==> src/rtl/multicycle_control_unit.sv <==
// Multi-cycle control sequencer for the lab processor.
// Walks FETCH/DECODE/EXEC/MEM/WB, emits the datapath control word per state,
// and handles memory wait states, a bus watchdog, halt/resume, illegal-opcode
// trapping and a retired-instruction counter.
module multicycle_control_unit #(
    parameter int OPCODE_W = 6,
    parameter int RET_W    = 32,
    parameter int TIMEOUT  = 16
) (
    input  logic                clk,
    input  logic                reset,
    input  logic [OPCODE_W-1:0] opcode,
    input  logic                imem_ready,
    input  logic                dmem_ready,
    input  logic                stall,
    input  logic                resume,
    output logic                imem_req,
    output logic                ir_write,
    output logic                pc_inc,
    output logic                DataPCSel,
    output logic                RegSelect,
    output logic                RegWrite,
    output logic                MemRead,
    output logic                MemWrite,
    output logic                MemtoReg,
    output logic                AdSel,
    output logic                unconditional,
    output logic [2:0]          conditional,
    output logic [2:0]          ALUop,
    output logic [1:0]          ALUinSel,
    output logic                pc_write,
    output logic                halted,
    output logic                illegal_op,
    output logic                bus_error,
    output logic [2:0]          state,
    output logic [RET_W-1:0]    retired
);

    typedef enum logic [2:0] {
        S_FETCH  = 3'd0,
        S_DECODE = 3'd1,
        S_EXEC   = 3'd2,
        S_MEM    = 3'd3,
        S_WB     = 3'd4,
        S_HALT   = 3'd5
    } state_t;

    localparam logic [OPCODE_W-1:0] OP_NOP    = OPCODE_W'(6'h3E);
    localparam logic [OPCODE_W-1:0] OP_HALT   = OPCODE_W'(6'h3F);
    localparam logic                WD_EN     = (TIMEOUT > 0);
    localparam logic [31:0]         WAIT_LAST = (TIMEOUT > 0) ? 32'(TIMEOUT - 1) : 32'd0;
    localparam logic [RET_W-1:0]    RET_ONE   = RET_W'(1);

    state_t                state_q, state_d;
    logic [OPCODE_W-1:0]   opcode_q, opcode_d;
    logic [RET_W-1:0]      retired_q, retired_d;
    logic [31:0]           wait_q, wait_d;
    logic                  illegal_q, illegal_d;
    logic                  buserr_q, buserr_d;

    logic [5:0] op;
    logic       op_hi_zero;
    logic       is_lw, is_sw, is_branch, wd_expire;

    // Opcode legality: 0x00-0x0F, lw alias 0x2A, NOP and halt.
    function automatic logic op_legal(input logic [5:0] o);
        return (o <= 6'h0F) || (o == 6'h2A) || (o == 6'h3E) || (o == 6'h3F);
    endfunction

    assign op         = opcode_q[5:0];
    assign op_hi_zero = ((opcode_q >> 6) == '0);
    assign is_lw      = (op == 6'h06) || (op == 6'h2A);
    assign is_sw      = (op == 6'h07);
    assign is_branch  = (op >= 6'h08) && (op <= 6'h0E);
    assign wd_expire  = WD_EN && (wait_q == WAIT_LAST);

    // Next-state, counter and sticky-flag computation; stall freezes everything.
    always_comb begin
        state_d   = state_q;
        opcode_d  = opcode_q;
        retired_d = retired_q;
        wait_d    = wait_q;
        illegal_d = illegal_q;
        buserr_d  = buserr_q;
        if (!stall) begin
            // Wait counter is zero in every non-waiting state, so FETCH/MEM start at 0.
            wait_d = '0;
            unique case (state_q)
                S_FETCH: begin
                    if (imem_ready) begin
                        opcode_d = opcode;
                        state_d  = S_DECODE;
                    end else if (wd_expire) begin
                        state_d  = S_HALT;
                        buserr_d = 1'b1;
                    end else begin
                        wait_d = wait_q + 32'd1;
                    end
                end
                S_DECODE: begin
                    if (opcode_q == OP_HALT) begin
                        state_d = S_HALT;
                    end else if (opcode_q == OP_NOP) begin
                        state_d   = S_FETCH;
                        retired_d = retired_q + RET_ONE;
                    end else if (!(op_hi_zero && op_legal(op))) begin
                        state_d   = S_HALT;
                        illegal_d = 1'b1;
                    end else begin
                        state_d = S_EXEC;
                    end
                end
                S_EXEC: begin
                    if (is_branch) begin
                        state_d   = S_FETCH;
                        retired_d = retired_q + RET_ONE;
                    end else if (is_lw || is_sw) begin
                        state_d = S_MEM;
                    end else begin
                        state_d = S_WB;
                    end
                end
                S_MEM: begin
                    if (dmem_ready) begin
                        if (is_sw) begin
                            state_d   = S_FETCH;
                            retired_d = retired_q + RET_ONE;
                        end else begin
                            state_d = S_WB;
                        end
                    end else if (wd_expire) begin
                        state_d  = S_HALT;
                        buserr_d = 1'b1;
                    end else begin
                        wait_d = wait_q + 32'd1;
                    end
                end
                S_WB: begin
                    state_d   = S_FETCH;
                    retired_d = retired_q + RET_ONE;
                end
                S_HALT: begin
                    if (resume) begin
                        state_d   = S_FETCH;
                        illegal_d = 1'b0;
                        buserr_d  = 1'b0;
                    end
                end
                default: state_d = S_FETCH;
            endcase
        end
    end

    // State register with synchronous reset; reset aborts any instruction in flight.
    always_ff @(posedge clk) begin
        if (reset) begin
            state_q   <= S_FETCH;
            opcode_q  <= OP_NOP;
            retired_q <= '0;
            wait_q    <= '0;
            illegal_q <= 1'b0;
            buserr_q  <= 1'b0;
        end else begin
            state_q   <= state_d;
            opcode_q  <= opcode_d;
            retired_q <= retired_d;
            wait_q    <= wait_d;
            illegal_q <= illegal_d;
            buserr_q  <= buserr_d;
        end
    end

    // Moore control decode from state and latched opcode; everything is zero under reset.
    always_comb begin
        imem_req      = 1'b0;
        ir_write      = 1'b0;
        pc_inc        = 1'b0;
        DataPCSel     = 1'b0;
        RegSelect     = 1'b0;
        RegWrite      = 1'b0;
        MemRead       = 1'b0;
        MemWrite      = 1'b0;
        MemtoReg      = 1'b0;
        AdSel         = 1'b0;
        unconditional = 1'b0;
        conditional   = 3'b000;
        ALUop         = 3'b000;
        ALUinSel      = 2'b00;
        pc_write      = 1'b0;
        halted        = 1'b0;
        illegal_op    = 1'b0;
        bus_error     = 1'b0;
        state         = 3'd0;
        retired       = '0;
        if (!reset) begin
            state      = state_q;
            retired    = retired_q;
            illegal_op = illegal_q;
            bus_error  = buserr_q;
            unique case (state_q)
                S_FETCH: begin
                    imem_req = 1'b1;
                    ir_write = imem_ready && !stall;
                    pc_inc   = imem_ready && !stall;
                end
                S_EXEC: begin
                    pc_write = is_branch && !stall;
                    case (op)
                        6'h00: ALUop = 3'b111;
                        6'h01: begin ALUop = 3'b000; ALUinSel = 2'b10; end
                        6'h02: begin ALUop = 3'b100; ALUinSel = 2'b10; end
                        6'h03: begin ALUop = 3'b001; ALUinSel = 2'b10; end
                        6'h04: begin ALUop = 3'b010; ALUinSel = 2'b10; end
                        6'h05: begin ALUop = 3'b011; ALUinSel = 2'b10; end
                        6'h06, 6'h07, 6'h2A: ALUinSel = 2'b10;
                        6'h08: begin ALUinSel = 2'b01; conditional = 3'b001; end
                        6'h09: begin ALUinSel = 2'b01; conditional = 3'b010; end
                        6'h0A: begin ALUinSel = 2'b01; conditional = 3'b011; end
                        6'h0B: begin AdSel = 1'b1; unconditional = 1'b1; end
                        6'h0C, 6'h0F: unconditional = 1'b1;
                        6'h0D: conditional = 3'b100;
                        6'h0E: conditional = 3'b101;
                        default: ;
                    endcase
                end
                S_MEM: begin
                    MemRead  = is_lw;
                    MemWrite = is_sw;
                end
                S_WB: begin
                    RegWrite = !stall;
                    MemtoReg = (op <= 6'h05);
                    if (op == 6'h0F) begin
                        DataPCSel     = 1'b1;
                        RegSelect     = 1'b1;
                        unconditional = 1'b1;
                    end
                end
                S_HALT:  halted = 1'b1;
                default: ;
            endcase
        end
    end

endmodule

==> config.mk <==
export PLATFORM = sky130hd
export DESIGN_NAME = multicycle_control_unit
export DESIGN_NICKNAME = d
export VERILOG_FILES = /design/src/rtl/multicycle_control_unit.sv
export SDC_FILE = /design/constraint.sdc
export NUM_CORES = 1
export LEC_CHECK = 0
export ABC_AREA = 1
export CAP_MARGIN = 20
export CORE_MARGIN = 2
export CORE_UTILIZATION = 50
export CTS_CLUSTER_DIAMETER = 100
export DETAILED_ROUTE_END_ITERATION = 7
export MAX_ROUTING_LAYER = met4
export PLACE_DENSITY = 0.77
export REMOVE_ABC_BUFFERS = 1
export SETUP_SLACK_MARGIN = 0.02
export SYNTH_ARGS = -nofsm -noshare
export SYNTH_HDL_FRONTEND = slang
export SYNTH_SLANG_ARGS = --single-unit
==> constraint.sdc <==
create_clock -name clk -period 1.95 [get_ports clk]
set_clock_uncertainty 0.15 [all_clocks]
set_input_delay 0.2925 -clock clk [delete_from_list [all_inputs] [get_ports clk]]
set_output_delay 0.2925 -clock clk [all_outputs]
set_load 0.05 [all_outputs]
==> results by stage <==
STA:
- The total setup violations reported at the end of the flow is 48.
- Measured against its own limit, the worst slew margin works out to 56.4%.
- The final critical delay including setup and external delays is 2.17 ns.
- The count of pins over their slew limit is 0.
- For the pin with the worst max-slew slack, the measured transition is 0.648 ns.
- Setup repair after global routing could not meet its margin everywhere.
- The smallest setup slack after layout is -0.221 ns.
- The count of endpoints failing hold in the final timing report is 0.
- The final period utilization is 111%.
- Timing would allow up to 461 MHz.

Power and ir drop:
- The analysis attributes to cell leakage a power of 0.00308 uW.
- The worst supply voltage drop on vdd is 0.355 mV.
- The ratio of total power to cell area is 486 nW/um^2.

CTS:
- The clock passes through at most 2 buffers.
- At the later pin of the worst-skew pair, clock insertion delay measures 0.36 ns.
- Clock tree synthesis found a total of 75 sinks.
- Clock-pin slew was measured on the worst setup and hold paths at 0.08 ns.
- The H-tree generated during clock tree synthesis spans 3 levels.
- The cell sitting at the root of the clock tree is a clkbuf_8.
- The number of buffers created by CTS is 9.
- The clock tree from TritonCTS is yes.

Critical path:
- The highest cell delay on the worst timing path is 0.33 ns.
- The data required time of the worst path is 1.51 ns.
- The start-to-end type of the worst setup path is flop to output pin.
- The launch instance of the worst register-to-register path is op[4].
- The critical path arrival is 1.73 ns.
- The setup check on the worst reg-to-reg path leaves a slack of -0.11 ns.
- The signal on the critical path passes through inv_2, nand2_2, nor2_4, inv_2, nor2_4, inv_2, nor2_4, nand2_2, nor3_2, buf_4, buf_12.
- The worst register-to-register path has a depth of 13.
- The sort of element at the end of the critical path is an output pin.
- The buffer and inverter count on the worst path is 5.
- The family with the most delay on the worst path is simple AND/OR/NAND/NOR gates.
- The highest fanout seen on the critical path is 3.
- The worst-path cell with the longest stage delay is dfxtp_2.
- STA classifies the critical path startpoint as a flop.
- The endpoint identified for the worst register-to-register timing path is retired_q[6].

Synthesis:
- The Yosys step of the flow raised 0 warnings.
- The count of different cell masters after synthesis is 30.
- The cell area that synthesis handed to floorplanning was 5000 sq um.
- Among all flip-flop cells after synthesis, the most frequent one is dfxtp_1.
- After synthesis the netlist holds a flip-flop and latch count of 75.
- The average instance in the mapped netlist occupies 5.69 sq um.
- Yosys mapped a number of flops with a built-in enable equal to 0.
- The post-synthesis sequential area ratio is 30.0%.
- In the synthesized netlist the async set-or-reset flop fraction comes to 0%.
- In the synthesized netlist, the number of instances is 879.

Global route:
- Global routing consumed, over all layers together, 29.2% of the routing resources.
- After global routing, the most crowded layer is met2.
- Entering global routing, the biggest net connects 65 pins.
- The first global-routing pass estimated 25600 microns of wire.
- For this run, global-route usage on met2 was measured as 49.6%.
- The number of global-route vias before repair is 5550.
- For this run the aggregate overflow at the end of global routing stands at 0.
- In the global route stage, met1 resource usage came out at 35.1%.
- The number of antenna violations at the first check in global routing came to 0.
- In the global route stage, met3 resource usage came out at 3.95%.

Final layout:
- Leaving out fill and tap cells, the most frequent cell in the layout is nand2_1.
- The number of antenna diodes in the final layout is 0.
- In the layout the commonest cells are nand2_1 (233), nor2_1 (163), inv_1 (108), dfxtp_1 (62), buf_12 (62).
- Of the cells placed in the final design, the portion with a size suffix greater than 1 is 24.3%.
- The finished layout holds 1147 standard cells, fillers aside.
- At the end of the flow, the number of nets in the layout was 1024.
- The synthesis-to-finish area growth is 53.0%.
- The total non-filler cell area in the finished layout is 7650 sq um.

Place:
- The half-perimeter wire length after placement is 11100 microns.
- After detailed placement, the total cell area comes to 6720 sq um.
- The placed cell count is 1107.
- The weighted congestion at the end of routability-driven global placement is 0.971.
- The total of buffers placed on input and output ports is 69.

Route:
- The final routed wire length divided by cell count is 15.4 microns.
- Dividing the detail-routed via count by the number of cells gives 5.48.
- The iteration-0 DRC count of the detailed router is 382.
- The first TritonRoute pass finished after 6 iterations.
- The count of nets left with antenna violations once routing finished came out at 0.
- The final routed wirelength across all metal layers is 17600 microns.
- After detailed routing, the number of remaining DRC violations is 0.
- The via total after detailed routing is 6280.

Die:
- The height of the die is 104 microns.
- The core region is 9730 sq um.
- The number of top-level design ports is 70.
- For this configuration, the core starts out at a cell density of 51.4%.
- The die covers 10800 sq um.
- The die is 104 microns wide.
- In this run the core area contains 36 standard-cell rows.

Worst hold path:
- Counting instances, the worst hold path has a depth of 2.
- The endpoint of the worst hold path is wait_q[1].
- The critical hold path startpoint is reset.
- The min-delay analysis places its worst path in the category primary input to flop.

Outcome:
- The checks that failed: setup timing.
- The run finished, with violations left.

Run:
- The number of maximum-capacitance violations is 0.
[per-layer routing]
layer	vias to the layer above	wire length, microns
li1	3005	-
met1	2811	6810
met2	367	8530
met3	97	1310
met4	0	998
met5	-	0
[registers in the layout (all words and copies together), names as in the netlist]
register	count
illegal_q	1
op	6
wait_q	32
state_q	3
retired_q	32
buserr_q	1
[where the power goes]
group          switching [uW]  internal [uW]
combinational             393            273
sequential               32.5           1560
clock                     615            847
[cells in the mapped netlist (all sizes together) (2+ instances only)]
| cell | n | area (sq um) |
|---|---|---|
| o21ai | 20 | 100 |
| o211ai | 3 | 22.5 |
| nand3 | 67 | 335 |
| clkbuf | 7 | 26.3 |
| buf | 16 | 95.1 |
| nand2 | 255 | 967 |
| xor2 | 20 | 175 |
| nor3 | 40 | 215 |
| nor2 | 193 | 747 |
| o22ai | 2 | 12.5 |
| dfxtp | 75 | 1500 |
| inv | 119 | 447 |
| a21oi | 44 | 220 |
| nand4 | 10 | 68.8 |
| ha | 2 | 25.0 |
[repair_timing]
item                                    4_1_cts  5_1_grt
gates cloned                                  0        6
endpoints found under the setup margin       60       88
buffers inserted                              9       14
pin swaps                                    10       21
hold buffers                                  0        0
gates resized for setup                      63       66
[stage by stage]
step	hold slack, ns	setup TNS, ns	total power (uW)	setup WS (ns)	utilization (%)
after detailed placement	0.308	-6.11	2090	-0.201	69.0
final	0.131	-3.66	3720	-0.221	78.6
after global routing	0.132	-8.32	3830	-0.319	78.6
after CTS	0.0862	-1.97	3570	-0.213	74.0
after global placement	0.297	-3.15	2090	-0.152	69.0
after floorplan	0.212	-17.17	1850	-1.20	-
[how the worst max path moves through the flow]
stage | depth (start not counted) | to | from | slack [ns]
floorplan | 4 | DataPCSel | state_q[2] | -1.20
global placement | 10 | wait_q[22] | stall | -0.15
detailed placement | 10 | wait_q[24] | stall | -0.20
CTS | 11 | conditional[1] | state_q[2] | -0.21
global route | 11 | conditional[1] | state_q[2] | -0.32
finish | 11 | conditional[1] | state_q[2] | -0.22
[layout make-up]
cell class                      count  area [sq um]
Multi-Input combinational cell    662          3290
Fill cell                         698          2080
Clock inverter                      6           115
Inverter                          119           454
Clock buffer                        9           124
Tap cell                          133           166
Timing Repair Buffer              143          1970
Sequential cell                    75          1530
[cell families (layout without fill, tap and decap cells)]
logic type / Yosys count / after routing / synth area share [%]
buffers and inverters: 142 / 277 / 11.4
AOI/OAI and AO/OA: 72 / 72 / 7.56
and+or+nand+nor: 568 / 568 / 47.1
xor gates and xnor gates: 20 / 20 / 3.50
adders and majority gates: 2 / 2 / 0.500
DFF: 75 / 75 / 30.0
Note: power is estimated with default switching activity, not from simulation.
==> RTL change (same flow settings) <==
Change the parameter `RET_W` from 32 to 16.
--- a/src/rtl/multicycle_control_unit.sv
+++ b/src/rtl/multicycle_control_unit.sv
@@ -5,5 +5,5 @@
 module multicycle_control_unit #(
     parameter int OPCODE_W = 6,
-    parameter int RET_W    = 32,
+    parameter int RET_W    = 16,
     parameter int TIMEOUT  = 16
 ) (
Ports: changed (resized retired); port bits go from 70 to 54. The function was not compared with the original's and may differ.
==> RTL change against the original RTL <==
The flow still finishes with violations (setup timing). Total power shrank 16%. Synthesized area decreased by 24%. Synthesized cell count shrank 30%. Sequential cell count fell by 16. First-iteration DRC count up 15%. Worst setup slack worse by 0.12 ns. Final area decreased by 17%. Routed wire length decreased by 14%.
==> RTL change: results (changes against the original RTL) <==
status=finished with violations; failing checks=setup timing; final std cells w/o fill=847 (-26%); worst hold path startpoint=illegal_q; DR WL/cell=17.9 um (+16%); CP arrival=1.84 ns (+0.11 ns); Setup Viol. Count Final=63 (+31%); Placed Cells=790 (-29%); GRT Util Overall=28.0% (-1.3 points); top flop regs=wait_q (32), retired_q (16), op (6); Syn Inst Count=611 (-30%); hold path endpoint=illegal_q; share of layout cells above drive strength 1=37.8% (+14 points); Sw Ratio=30.3% (+2.3 points); DRT Pass-1 Iters=8 (+2); vias per cell=5.64 (+2.9%); RR Startpoint=state_q[2]; Hold Crit Class=flip-flop to flip-flop; proportion of synthesized chip area in sequential cells=30.9% (+0.86 points); Final WS setup=-0.336 ns (-0.115 ns); PortBufs=53 (-23%); CP top delay family=buffers and inverters; Area after DPL=0.00510 sq mm (-24%); vias in the first global route=4158 (-25%); Max FO, Critical Path=5 (+2); first-pass GRT wire length=18600 um (-27%)
-- RTL change: cell families (layout without fill, tap and decap cells) --
logic type | after synthesis | count (layout) | synth area share [%]
buf+inv | 98 | 234 | 10.9
simple gates | 374 | 375 | 43.7
xor+xnor | 28 | 28 | 6.41
flops | 59 | 59 | 30.9
compound gates | 50 | 50 | 7.39
fa+ha+maj | 2 | 2 | 0.654
-- RTL change: per-layer routing --
layer	GRT usage, %	wire length, um
met5	-	0
met4	11.1	744
met3	4.65	1190
met2	47.1	7560
met1	33.2	5660
-- RTL change: layout make-up --
cell class,instances,area (sq um)
Multi-Input combinational cell,455,2800
Timing Repair Buffer,135,1660
Sequential cell,59,1210
Fill cell,358,1010
Inverter,83,319
Clock buffer,12,165
Tap cell,99,124
Clock inverter,4,47.5
-- RTL change: repair_timing --
item	4_1_cts	5_1_grt
gates resized for setup	48	125
pin swaps	12	46
endpoints found under the setup margin	40	68
setup buffers	12	24
cloned	0	5
-- RTL change: power by group through the flow --
stage                     Sequential (mW)  Clock [mW]  Combinational [mW]
after CTS                            1.26        1.21               0.439
after global placement               1.28           0               0.395
after detailed placement             1.29           0               0.401
after floorplan                      1.28           0               0.218
final                                1.27        1.21               0.638
after global routing                 1.27        1.27               0.662
-- RTL change: how the worst max path moves through the flow --
stage	startpoint	slack [ns]	cells after the start	endpoint
after global placement	reset	-0.17	6	unconditional
after floorplan	state_q[2]	-1.16	4	DataPCSel
after global routing	state_q[2]	-0.35	9	unconditional
after detailed placement	reset	-0.19	6	unconditional
after CTS	state_q[2]	-0.11	9	ALUop[2]
final	state_q[2]	-0.34	9	unconditional
